<file path="src/rtl/cdc_tx_sched.sv">
// Source-domain scheduler sharing one mux/N-FF synchronizer path among NREQ requesters.
// Round-robin arbitration, en held HOLD_CYCLES then low for GAP_CYCLES; data held until next accept.
module cdc_tx_sched #(
   parameter int NREQ        = 4,
   parameter int DW          = 8,
   parameter int HOLD_CYCLES = 8,
   parameter int GAP_CYCLES  = 4
) (
   input  logic                      clka,
   input  logic                      rstn,
   input  logic [NREQ-1:0]           req_valid,
   input  logic [NREQ*DW-1:0]        req_data,
   output logic [NREQ-1:0]           req_ready,
   output logic [DW-1:0]             data,
   output logic                      en,
   output logic [$clog2(NREQ)-1:0]   grant_id,
   output logic                      busy,
   output logic                      done
);

   localparam int IW   = $clog2(NREQ);
   localparam int MAXC = (HOLD_CYCLES > GAP_CYCLES) ? HOLD_CYCLES : GAP_CYCLES;
   localparam int CW   = $clog2(MAXC + 1);

   typedef enum logic [1:0] {IDLE, HOLD, GAP} state_t;

   state_t          state, state_nx;
   logic [CW-1:0]   cnt, cnt_nx;
   logic [IW-1:0]   rr_ptr, rr_ptr_nx;
   logic [IW-1:0]   win, idx;
   logic            found;
   logic [DW-1:0]   data_nx;
   logic            en_nx, busy_nx, done_nx;
   logic [IW-1:0]   gid_nx;

   // First valid requester scanning upward from rr_ptr, wrapping modulo NREQ.
   always_comb begin
      found = 1'b0;
      win   = '0;
      idx   = '0;
      for (int unsigned k = 0; k < NREQ; k++) begin
         idx = IW'((32'(rr_ptr) + k) % NREQ);
         if (!found && req_valid[idx]) begin
            found = 1'b1;
            win   = idx;
         end
      end
   end

   always_comb begin
      req_ready = '0;
      if (state == IDLE && found)
         req_ready[win] = 1'b1;
   end

   always_comb begin
      state_nx  = state;
      cnt_nx    = cnt;
      rr_ptr_nx = rr_ptr;
      data_nx   = data;
      en_nx     = en;
      gid_nx    = grant_id;
      busy_nx   = busy;
      done_nx   = 1'b0;
      case (state)
         IDLE: begin
            if (found && req_valid[win] && req_ready[win]) begin
               data_nx   = req_data[int'(win)*DW +: DW];
               en_nx     = 1'b1;
               gid_nx    = win;
               busy_nx   = 1'b1;
               cnt_nx    = CW'(HOLD_CYCLES - 1);
               rr_ptr_nx = (win == IW'(NREQ - 1)) ? '0 : win + 1'b1;
               state_nx  = HOLD;
            end
         end
         HOLD: begin
            if (cnt == '0) begin
               en_nx    = 1'b0;
               cnt_nx   = CW'(GAP_CYCLES - 1);
               state_nx = GAP;
            end else begin
               cnt_nx = cnt - 1'b1;
            end
         end
         GAP: begin
            if (cnt == '0) begin
               busy_nx  = 1'b0;
               done_nx  = 1'b1;
               state_nx = IDLE;
            end else begin
               cnt_nx = cnt - 1'b1;
            end
         end
         default: state_nx = IDLE;
      endcase
   end

   always_ff @(posedge clka or negedge rstn) begin
      if (!rstn) begin
         state    <= IDLE;
         cnt      <= '0;
         rr_ptr   <= '0;
         data     <= '0;
         en       <= 1'b0;
         grant_id <= '0;
         busy     <= 1'b0;
         done     <= 1'b0;
      end else begin
         state    <= state_nx;
         cnt      <= cnt_nx;
         rr_ptr   <= rr_ptr_nx;
         data     <= data_nx;
         en       <= en_nx;
         grant_id <= gid_nx;
         busy     <= busy_nx;
         done     <= done_nx;
      end
   end

endmodule

</file>
<file path="config.mk">
export PLATFORM = sky130hd
export DESIGN_NAME = cdc_tx_sched
export DESIGN_NICKNAME = d
export VERILOG_FILES = /design/src/rtl/cdc_tx_sched.sv
export SDC_FILE = /design/constraint.sdc
export NUM_CORES = 1
export LEC_CHECK = 0
export ABC_AREA = 1
export ABC_CLOCK_PERIOD_IN_PS = 6400
export BUFFER_PORTS_ARGS = -buffer_cell sky130_fd_sc_hd__buf_2
export CAP_MARGIN = 20
export CORE_UTILIZATION = 55
export DETAILED_ROUTE_END_ITERATION = 12
export GPL_ROUTABILITY_DRIVEN = 0
export GPL_TIMING_DRIVEN = 0
export MAX_ROUTING_LAYER = met4
export PLACE_DENSITY = 0.86
export SLEW_MARGIN = 10
export SYNTH_ARGS = -nofsm -noshare
export SYNTH_HDL_FRONTEND = slang
export SYNTH_SLANG_ARGS = --single-unit
</file>
<file path="constraint.sdc">
create_clock -name clka -period 6.4 [get_ports clka]
set_clock_uncertainty 0.15 [all_clocks]
set_input_delay 1.28 -clock clka [delete_from_list [all_inputs] [get_ports clka]]
set_output_delay 1.28 -clock clka [all_outputs]
set_load 0.03 [all_outputs]
</file>
==> impl_metrics.json <==
{
  "grt_pass1_vias": 1598,
  "post_cts_buffers": 0,
  "cp_data_arrival_time_ns": 2.97,
  "grt_antenna_before_repair": 0,
  "violations": "DRC",
  "cp_slowest_stage_delay_ns": 0.25,
  "htree_levels": 1,
  "hold_viol": 0,
  "r2r-start": "rr_ptr[0]$_DFFE_PN0P_",
  "synthArstFlopShare": 1.00,
  "fillers": 241,
  "crit_chain": "buf_2 > inv_1 > nand2_1 > nand3_1 > nand2_1 > nand2_1 > nand2_1 > nand2_1 > nand2_2 > nor2_4 > buf_2 > ha_1 > nand3_1 > inv_1 > buf_2",
  "worstMarginPinSlew_ns": 0.444,
  "syn-num-nets": 297,
  "synth_warnings": 0,
  "first_iter_violations": 114,
  "drive_gt1_frac": 0.309,
  "fmax_ghz": 0.227,
  "first_pass_iters": 8,
  "r2r-end": "state[0]$_DFFE_PN0P_",
  "hold_buffers": 0,
  "synthDistinctLibCells": 30,
  "grt_max_degree": 22,
  "die_w_um": 58.0,
  "grt_pass1_wl_mm": 6.55,
  "synthTopCellsByArea": "dfrtp_1, nand2_1, ha_1",
  "cp_slowest_cell": "buf_2",
  "io_pins": 55,
  "rsz0062_at_grt": "false",
  "cts_resized": 0,
  "syn_area_mm2": 0.00172,
  "yosys.area.top_type": "dfrtp_1",
  "cp-start-kind": "primary input",
  "crit_path_end": "req_ready[3]",
  "synth_commonest_cells": "nand2_1, o21ai_0, dfrtp_1, nor2_1",
  "drtAntennaViolNets": 0,
  "yosysSeqAreaShare": 0.305,
  "core_mm2": 0.00285,
  "synth_edf_count": 0,
  "path_depth": 15,
  "crit_path_start": "req_valid[3]",
  "min_period_ns": 4.40,
  "fin_crit_sh": 0.688,
  "worst-path-buf-inv": 5,
  "grt_use_total": 0.254,
  "cts_sinks": 21,
  "port_buffers": 54,
  "syn_inst": 249,
  "avgSynthCellArea_um2": 6.92,
  "cap_violations": 0,
  "crit_top_cell": "nand2_1",
  "vias": 1745,
  "whs_path_depth": 2,
  "viasPerCell": 5.16,
  "area_delta_synth_final_pct": 19.5,
  "rows": 19,
  "status": "complete, but fails checks",
  "final-setup-viol-count": 0,
  "regArea_um2": 526,
  "cts_buffer_depth": 2,
  "slew_violations": 0,
  "tns_ns": 0,
  "hp-start": "data[1]$_DFFE_PN0P_",
  "gr-total-overflow": 0,
  "slew_headroom": 0.704,
  "path_delay_family": "simple AND/OR/NAND/NOR gates",
  "die_area_mm2": 0.00336,
  "cts_buffers": 3,
  "hp-class": "flop to flop",
  "clock_latency_ns": 0.30,
  "path_clk_slew_ns": 0.11,
  "yosysMostFrequentCell": "nand2_1",
  "routedWlPerCell_um": 11.0,
  "crit_type": "primary input to primary output",
  "chipHeight_um": 58.0,
  "drc": 7,
  "cts_tree": "yes",
  "ys_ff_latch": 21,
  "crit_fanout": 11,
  "dp.final_hpwl_mm": 2.84,
  "root_buffer": "clkbuf_4",
  "r2r_slack_ns": 3.65,
  "routed_wl_mm": 3.70,
  "synthFlopType": "dfrtp_1",
  "antenna_cells": 0,
  "synth_top_cell_area_share": 0.305,
  "cp.required_ns": 4.97,
  "r2r_cells": 21,
  "endpoint_kind": "primary output",
  "final_nets": 356,
  "multiInputGateArea_mm2": 0.00104,
  "floorplan.initialDensity": 0.604
}
[cell families (layout without fill, tap and decap cells)]
kind of cell | count (synthesis) | count (layout) | share of synthesized area
fa+ha+maj | 10 | 10 | 0.0726
simple gates | 150 | 150 | 0.410
flops | 21 | 21 | 0.305
xor+xnor | 1 | 1 | 0.00508
buf+inv | 31 | 89 | 0.0943
compound gates | 36 | 36 | 0.113
[area by class of cell]
| cell class | count | share of cell area |
|---|---|---|
| well taps | 31 | 0.0188 |
| multi-input cells | 197 | 0.503 |
| flip-flops and latches | 21 | 0.255 |
| plain buffers | 7 | 0.0316 |
| clock buffers | 3 | 0.0109 |
| inverters | 24 | 0.0474 |
| clock inverters | 1 | 0.00243 |
| repair buffers | 54 | 0.131 |
[per-stage QoR]
step | std cells | util | instance area (um2) | hold slack [ns] | setup WS [ns]
after floorplan | 249 | - | 1720 | 0.314 | 2.31
after global placement | 334 | 0.713 | 2030 | 0.309 | 2.01
after detailed placement | 334 | 0.713 | 2030 | 0.314 | 1.99
after CTS | 338 | 0.722 | 2060 | 0.343 | 1.99
after global routing | 338 | 0.722 | 2060 | 0.362 | 1.74
final | 338 | 0.722 | 2060 | 0.348 | 2.00
[how the worst min path moves through the flow]
stage                                endpoint  slack (ns)
after global routing      data[2]$_DFFE_PN0P_        0.36
after detailed placement  data[6]$_DFFE_PN0P_        0.31
after CTS                 data[6]$_DFFE_PN0P_        0.34
after global placement    data[5]$_DFFE_PN0P_        0.31
final                     data[1]$_DFFE_PN0P_        0.35
after floorplan            cnt[0]$_DFFE_PN0P_        0.31
[worst reg2reg max path, cell delays in order (launching register included)]
cell     delay (ns)
dfrtp_1        0.39
buf_6          0.15
inv_6          0.09
nand2_2        0.06
nand3_1        0.06
nand2_1        0.10
nand2_1        0.10
nand2_1        0.05
nand2_1        0.09
nand2_2        0.07
nor2_4         0.19
buf_2          0.25
ha_1           0.17
nand3_1        0.09
nand2_1        0.09
nand2_1        0.08
nand2_4        0.09
nand2_8        0.07
inv_4          0.08
buf_6          0.13
nand3_1        0.07
nand2_1        0.08
[placed cells by master (no fill, tap or decap)]
cell type and n:
inv_2 4, o21bai_1 1, or2_2 5, nand3_4 1, inv_1 18, o21ai_1 2, o21a_1 1, nor3_1 1
nor2_4 2, nand2_8 1, o21ai_0 25, xnor2_1 1, nand2_2 11, o211ai_1 2, inv_4 1, ha_1 10
a21oi_1 1, o22ai_1 4, nand3_2 1, buf_6 4, nor2_1 21, nand4_1 1, clkinv_2 1, dfrtp_1 21
nand3_1 18, nand2_1 84, clkbuf_4 3, nand2_4 3, nand3b_1 1, buf_4 2, buf_2 55, inv_6 1
[registers in the layout, indices dropped and copies added, names as in the netlist]
signal    count
rr_ptr        2
grant_id      2
en            1
cnt           4
state         2
busy          1
data          8
done          1
[per-layer routing]
layer | global-route usage | wire [um] | vias to the layer above
li1 | - | - | 909
met5 | - | 0 | -
met3 | 0.0536 | 262 | 6
met1 | 0.319 | 1720 | 766
met2 | 0.420 | 1660 | 64
met4 | 0.0578 | 59 | 0
Power is not shown: default switching activity piles up to over one toggle a cycle in this logic, so the estimate is an artifact.
